## config.mk

```make
export PLATFORM = sky130hd
export DESIGN_NAME = axi_rd_arbiter
export DESIGN_NICKNAME = d
export VERILOG_FILES = /design/src/rtl/axi_rd_arbiter.sv
export SDC_FILE = /design/constraint.sdc
export NUM_CORES = 1
export LEC_CHECK = 0
export CAP_MARGIN = 5
export CORE_AREA = 2 2 97 99
export CTS_BUF_LIST = sky130_fd_sc_hd__clkbuf_16
export DETAILED_ROUTE_END_ITERATION = 6
export DIE_AREA = 0 0 99 101
export SLEW_MARGIN = 10
export SYNTH_ARGS = -nofsm -noshare
export SYNTH_HDL_FRONTEND = slang
export SYNTH_SLANG_ARGS = --single-unit
```

## constraint.sdc

```tcl
create_clock -name clk -period 1.6 [get_ports clk]
set_clock_uncertainty 0.2 [all_clocks]
set_input_delay 0.32 -clock clk [delete_from_list [all_inputs] [get_ports clk]]
set_output_delay 0.32 -clock clk [all_outputs]
set_load 0.005 [all_outputs]
```

## src/rtl/axi_rd_arbiter.sv

```systemverilog
// Two-requester AXI4 read arbiter: round-robin grant, one burst (AR + all R beats)
// in flight on the shared master port. R fields are broadcast; valid is steered.
module axi_rd_arbiter #(
    parameter int unsigned DATA_WIDTH = 32,
    parameter int unsigned ADDR_WIDTH = 32,
    parameter int unsigned ID_WIDTH   = 4
) (
    input  logic                    clk,
    input  logic                    rst,

    input  logic [2*ADDR_WIDTH-1:0] s_axi_araddr,
    input  logic [2*ID_WIDTH-1:0]   s_axi_arid,
    input  logic [15:0]             s_axi_arlen,
    input  logic [5:0]              s_axi_arsize,
    input  logic [3:0]              s_axi_arburst,
    input  logic [5:0]              s_axi_arprot,
    input  logic [1:0]              s_axi_arvalid,
    output logic [1:0]              s_axi_arready,
    output logic [DATA_WIDTH-1:0]   s_axi_rdata,
    output logic [ID_WIDTH-1:0]     s_axi_rid,
    output logic                    s_axi_rlast,
    output logic [1:0]              s_axi_rresp,
    output logic [1:0]              s_axi_rvalid,
    input  logic [1:0]              s_axi_rready,

    output logic [ADDR_WIDTH-1:0]   m_axi_araddr,
    output logic [ID_WIDTH-1:0]     m_axi_arid,
    output logic [7:0]              m_axi_arlen,
    output logic [2:0]              m_axi_arsize,
    output logic [1:0]              m_axi_arburst,
    output logic [2:0]              m_axi_arprot,
    output logic                    m_axi_arvalid,
    input  logic                    m_axi_arready,
    input  logic [DATA_WIDTH-1:0]   m_axi_rdata,
    input  logic [ID_WIDTH-1:0]     m_axi_rid,
    input  logic                    m_axi_rlast,
    input  logic [1:0]              m_axi_rresp,
    input  logic                    m_axi_rvalid,
    output logic                    m_axi_rready
);

    typedef enum logic [1:0] {
        IDLE = 2'd0,
        ADDR = 2'd1,
        DATA = 2'd2
    } state_t;

    state_t state, state_next;
    logic   grant, grant_next;
    logic   last, last_next;

    always_ff @(posedge clk) begin
        if (rst) begin
            state <= IDLE;
            grant <= 1'b0;
            last  <= 1'b1;
        end else begin
            state <= state_next;
            grant <= grant_next;
            last  <= last_next;
        end
    end

    always_comb begin
        state_next    = state;
        grant_next    = grant;
        last_next     = last;
        s_axi_arready = '0;
        s_axi_rvalid  = '0;
        m_axi_arvalid = 1'b0;
        m_axi_rready  = 1'b0;
        case (state)
            IDLE: begin
                if (s_axi_arvalid != 2'b00) begin
                    state_next = ADDR;
                    case (s_axi_arvalid)
                        2'b01:   grant_next = 1'b0;
                        2'b10:   grant_next = 1'b1;
                        default: grant_next = ~last;
                    endcase
                end
            end
            ADDR: begin
                m_axi_arvalid        = 1'b1;
                s_axi_arready[grant] = m_axi_arready;
                if (m_axi_arready) begin
                    state_next = DATA;
                end
            end
            DATA: begin
                m_axi_rready        = s_axi_rready[grant];
                s_axi_rvalid[grant] = m_axi_rvalid;
                // Burst ends on the accepted rlast beat; that requester loses the next tie.
                if (m_axi_rvalid && s_axi_rready[grant] && m_axi_rlast) begin
                    state_next = IDLE;
                    last_next  = grant;
                end
            end
            default: state_next = IDLE;
        endcase
    end

    assign m_axi_araddr  = grant ? s_axi_araddr[2*ADDR_WIDTH-1:ADDR_WIDTH] : s_axi_araddr[ADDR_WIDTH-1:0];
    assign m_axi_arid    = grant ? s_axi_arid[2*ID_WIDTH-1:ID_WIDTH]       : s_axi_arid[ID_WIDTH-1:0];
    assign m_axi_arlen   = grant ? s_axi_arlen[15:8]   : s_axi_arlen[7:0];
    assign m_axi_arsize  = grant ? s_axi_arsize[5:3]   : s_axi_arsize[2:0];
    assign m_axi_arburst = grant ? s_axi_arburst[3:2]  : s_axi_arburst[1:0];
    assign m_axi_arprot  = grant ? s_axi_arprot[5:3]   : s_axi_arprot[2:0];

    assign s_axi_rdata = m_axi_rdata;
    assign s_axi_rid   = m_axi_rid;
    assign s_axi_rlast = m_axi_rlast;
    assign s_axi_rresp = m_axi_rresp;

endmodule

```

==> results.toml <==
[run_status]
outcome = "finished with violations"
violations = "setup timing"

[drt]
detail_route.wl_per_cell_microns = 15.4
vias_per_cell = 3.88
drtAntennaViolNets = 0
drc = 0
wl_microns = 6230
num_vias = 1573
drt_iter0_markers = 15
dr.pass1.iters = 2

[die]
start_util_pct = 13.0
dieArea_sq_mm = 0.0100
fp.dieH_microns = 101
core_sq_mm = 0.00898
ios = 248
num_rows = 35
die_x_microns = 99

[cells_and_area]
fillCellCount = 897
nNetsFinal = 449
n_antenna_cell = 0
stdcell_area_sq_mm = 0.00333
areaGrowthSynthToFinish_pct = 185
drive_above_1_share_pct = 52.7
stdcell_count = 405

[place]
post-place-ws_ns = -0.409
post-dp-hpwl_microns = 4310
dpl_cell_area_sq_mm = 0.00280
gp_congestion = 0.705
port_buffers = 171
dp_cells = 378

[clock_network]
cts_tree = "done"
numCtsBuffers = 3
clk_path_buf_depth = 2
clock_latency_ns = 0.22
path_clk_slew_ns = 0.03
clock_sinks = 4
htree_levels = 1
clock-root-buffer = "clkbuf_16"
cts_hold_buf = 0

[pwr]
total_power_w = 0.00171
p_clk_share_pct = 22.8
powerDensity_mw_per_mm2 = 513
seqPwrFrac_pct = 6.8
p_int_w = 0.00129
pwr-share-comb_pct = 70.3
p_switching_w = 0.000418
irDropWorstVdd_mv = 0.541
leakage_nw = 1.48
swShare_pct = 24.4

[setup_path]
critPathTopFamily = "buffers and inverters"
cp_max_fo = 5
cp-end-kind = "output port"
cpMostUsedCell = "buf_12"
crit_chain = "buf_12, buf_12, buf_12, buf_6, mux2_4, buf_6"
path_buf_inv = 5
worst_setup_path_start_kind = "flip-flop"
slowest_stage = "dfxtp_4"
crit_path_max_incr_delay_ns = 0.35
worstPathRequired_ns = 1.08
worstPathArrival_ns = 1.47
worstSetupPathType = "flip-flop to output port"

[sta]
period_share_pct = 124
timing_hold_violations_final = 0
rsz0062_at_grt = "true"
tns_ns = -17.13
setup_viol = 58
drv_slew = 0
slew_headroom_pct = 83.3
worst_pin_slew_ns = 0.250
post-route-min-period_ns = 1.99
layout_setup_ws_ns = -0.386
fmax_mhz = 504

[global_route]
grt_pass1_vias = 1662
grt_first_pass_wirelength_microns = 8810
overflow = 0
grt_max_degree = 9
antenna_found_initial = 0
track_usage_pct = 11.3

[synth]
synth_cell_types = 18
ys_ff_latch = 4
yosysTopAreaCellShare_pct = 50.1
seq_area_frac_synth_pct = 6.85
synthesis.instances = 130
netlist_area_sq_mm = 0.00117
ys_async_sr_fraction_pct = 0
yosys.area.top_type = "mux2_2"
synthesis.nets = 283
synth_warnings = 0
synth_edf_count = 0
ys_dominant_reg_cell = "dfxtp_1"
synth_area_leaders = "mux2_2 (50%), buf_4 (26%), dfxtp_1 (6.9%), buf_2 (2.1%), ha_1 (2.1%)"
avgSynthCellArea_sq_um = 8.99
yosysMostFrequentCell = "mux2_2"
netlist_top_cells_count = "mux2_2 (52), buf_4 (41), nor2_1 (6)"

[worst_hold_path]
min-delay-path-class = "flip-flop to flip-flop"

[job]
max-cap-violations = 0
-- metrics by stage --
| step | hold slack (ns) | utilization, % |
|---|---|---|
| floorplan | 0.189 | - |
| CTS | 0.326 | 35.9 |
| finish | 0.322 | 37.1 |
| global placement | 0.307 | 31.2 |
| detailed placement | 0.320 | 31.2 |
| global route | 0.343 | 37.1 |
-- power by group through the flow --
stage | combinational [W] | sequential [W] | clock, W
final | 0.00120 | 0.000117 | 0.000391
after global routing | 0.00128 | 0.000119 | 0.000401
after CTS | 0.00115 | 0.000119 | 0.000397
after detailed placement | 0.000913 | 0.000118 | 0
after global placement | 0.000910 | 0.000117 | 0
after floorplan | 0.000365 | 0.000113 | 0
-- worst register-to-register path: cells and delay by family, from the launching register on --
kind / cells / cell delay (ns)
buffers and inverters: 3 / 0.39
AND/OR/NAND/NOR: 1 / 0.39
flip-flops: 1 / 0.35
multiplexers: 2 / 0.30
-- per-layer routing --
| layer | GRT usage [%] | vias up | share of wire, % |
|---|---|---|---|
| met1 | 14.7 | 733 | 43 |
| met4 | 2.00 | 0 | 0.32 |
| li1 | - | 742 | - |
| met2 | 18.9 | 94 | 48 |
| met5 | 0 | - | 0 |
| met3 | 2.98 | 4 | 9.2 |
-- layout by cell type, fill, tap and decap left out --
cell type        instances
nor2_1                   5
buf_16                   2
clkdlybuf4s15_1          1
o21ai_1                  1
buf_2                   15
mux2i_1                  1
buf_6                   36
nor3_2                   1
or3b_4                   1
nor2_2                   1
buf_8                    2
ha_4                     1
buf_4                   18
a211oi_1                 1
a21oi_1                  2
nand2_1                  3
mux2_2                  16
and3_1                   2
inv_1                    2
a2111oi_2                1
mux2i_4                  1
and2b_1                  1
dfxtp_1                  2
buf_12                   8
bufbuf_16                1
clkdlybuf4s50_1        112
mux2_4                  36
dlygate4sd2_1            3
dfxtp_2                  1
ha_1                     1
clkbuf_2                 9
clkbuf_16                3
nor2b_4                  1
dfxtp_4                  1
nor2b_1                  2
-- worst paths after layout --
kind	startpoint	to	slack, ns	cells after the start
min	last$_SDFFE_PP1P_	last$_SDFFE_PP1P_	0.32	2
min reg2reg	last$_SDFFE_PP1P_	last$_SDFFE_PP1P_	0.32	2
max reg2reg	grant$_SDFFE_PP0P_	last$_SDFFE_PP1P_	-0.15	6
max	grant$_SDFFE_PP0P_	m_axi_arlen[6]	-0.39	6
-- timing repair --
| action | in CTS | in global routing |
|---|---|---|
| gates resized for setup | 251 | 73 |
| endpoints found under the setup margin | 60 | 61 |
| gates cloned | 7 | 0 |
| setup buffers | 22 | 4 |
| pin swaps | 2 | 3 |
-- cells by family after synthesis --
logic type	count (synthesis)	synth area share [%]
muxes	54	51.8
buffers and inverters	48	29.1
and+or+nand+nor	17	7.39
AOI/OAI and AO/OA	5	2.68
DFF	4	6.85
adders and majority gates	2	2.14
-- state kept, by name, indices dropped and copies added (netlist names) --
signal and flops:
last 1, state 2, grant 1
-- final cells by class --
| cell class | instances | area [sq um] | share of cell area (%) |
|---|---|---|---|
| Multi-Input combinational cell | 78 | 932 | 28.0 |
| Clock buffer | 3 | 75.1 | 2.25 |
| Sequential cell | 4 | 85.1 | 2.55 |
| Inverter | 2 | 7.51 | 0.225 |
| Timing Repair Buffer | 207 | 2100 | 62.9 |
| Tap cell | 111 | 139 | 4.17 |
Note: power is estimated with default switching activity, not from simulation.
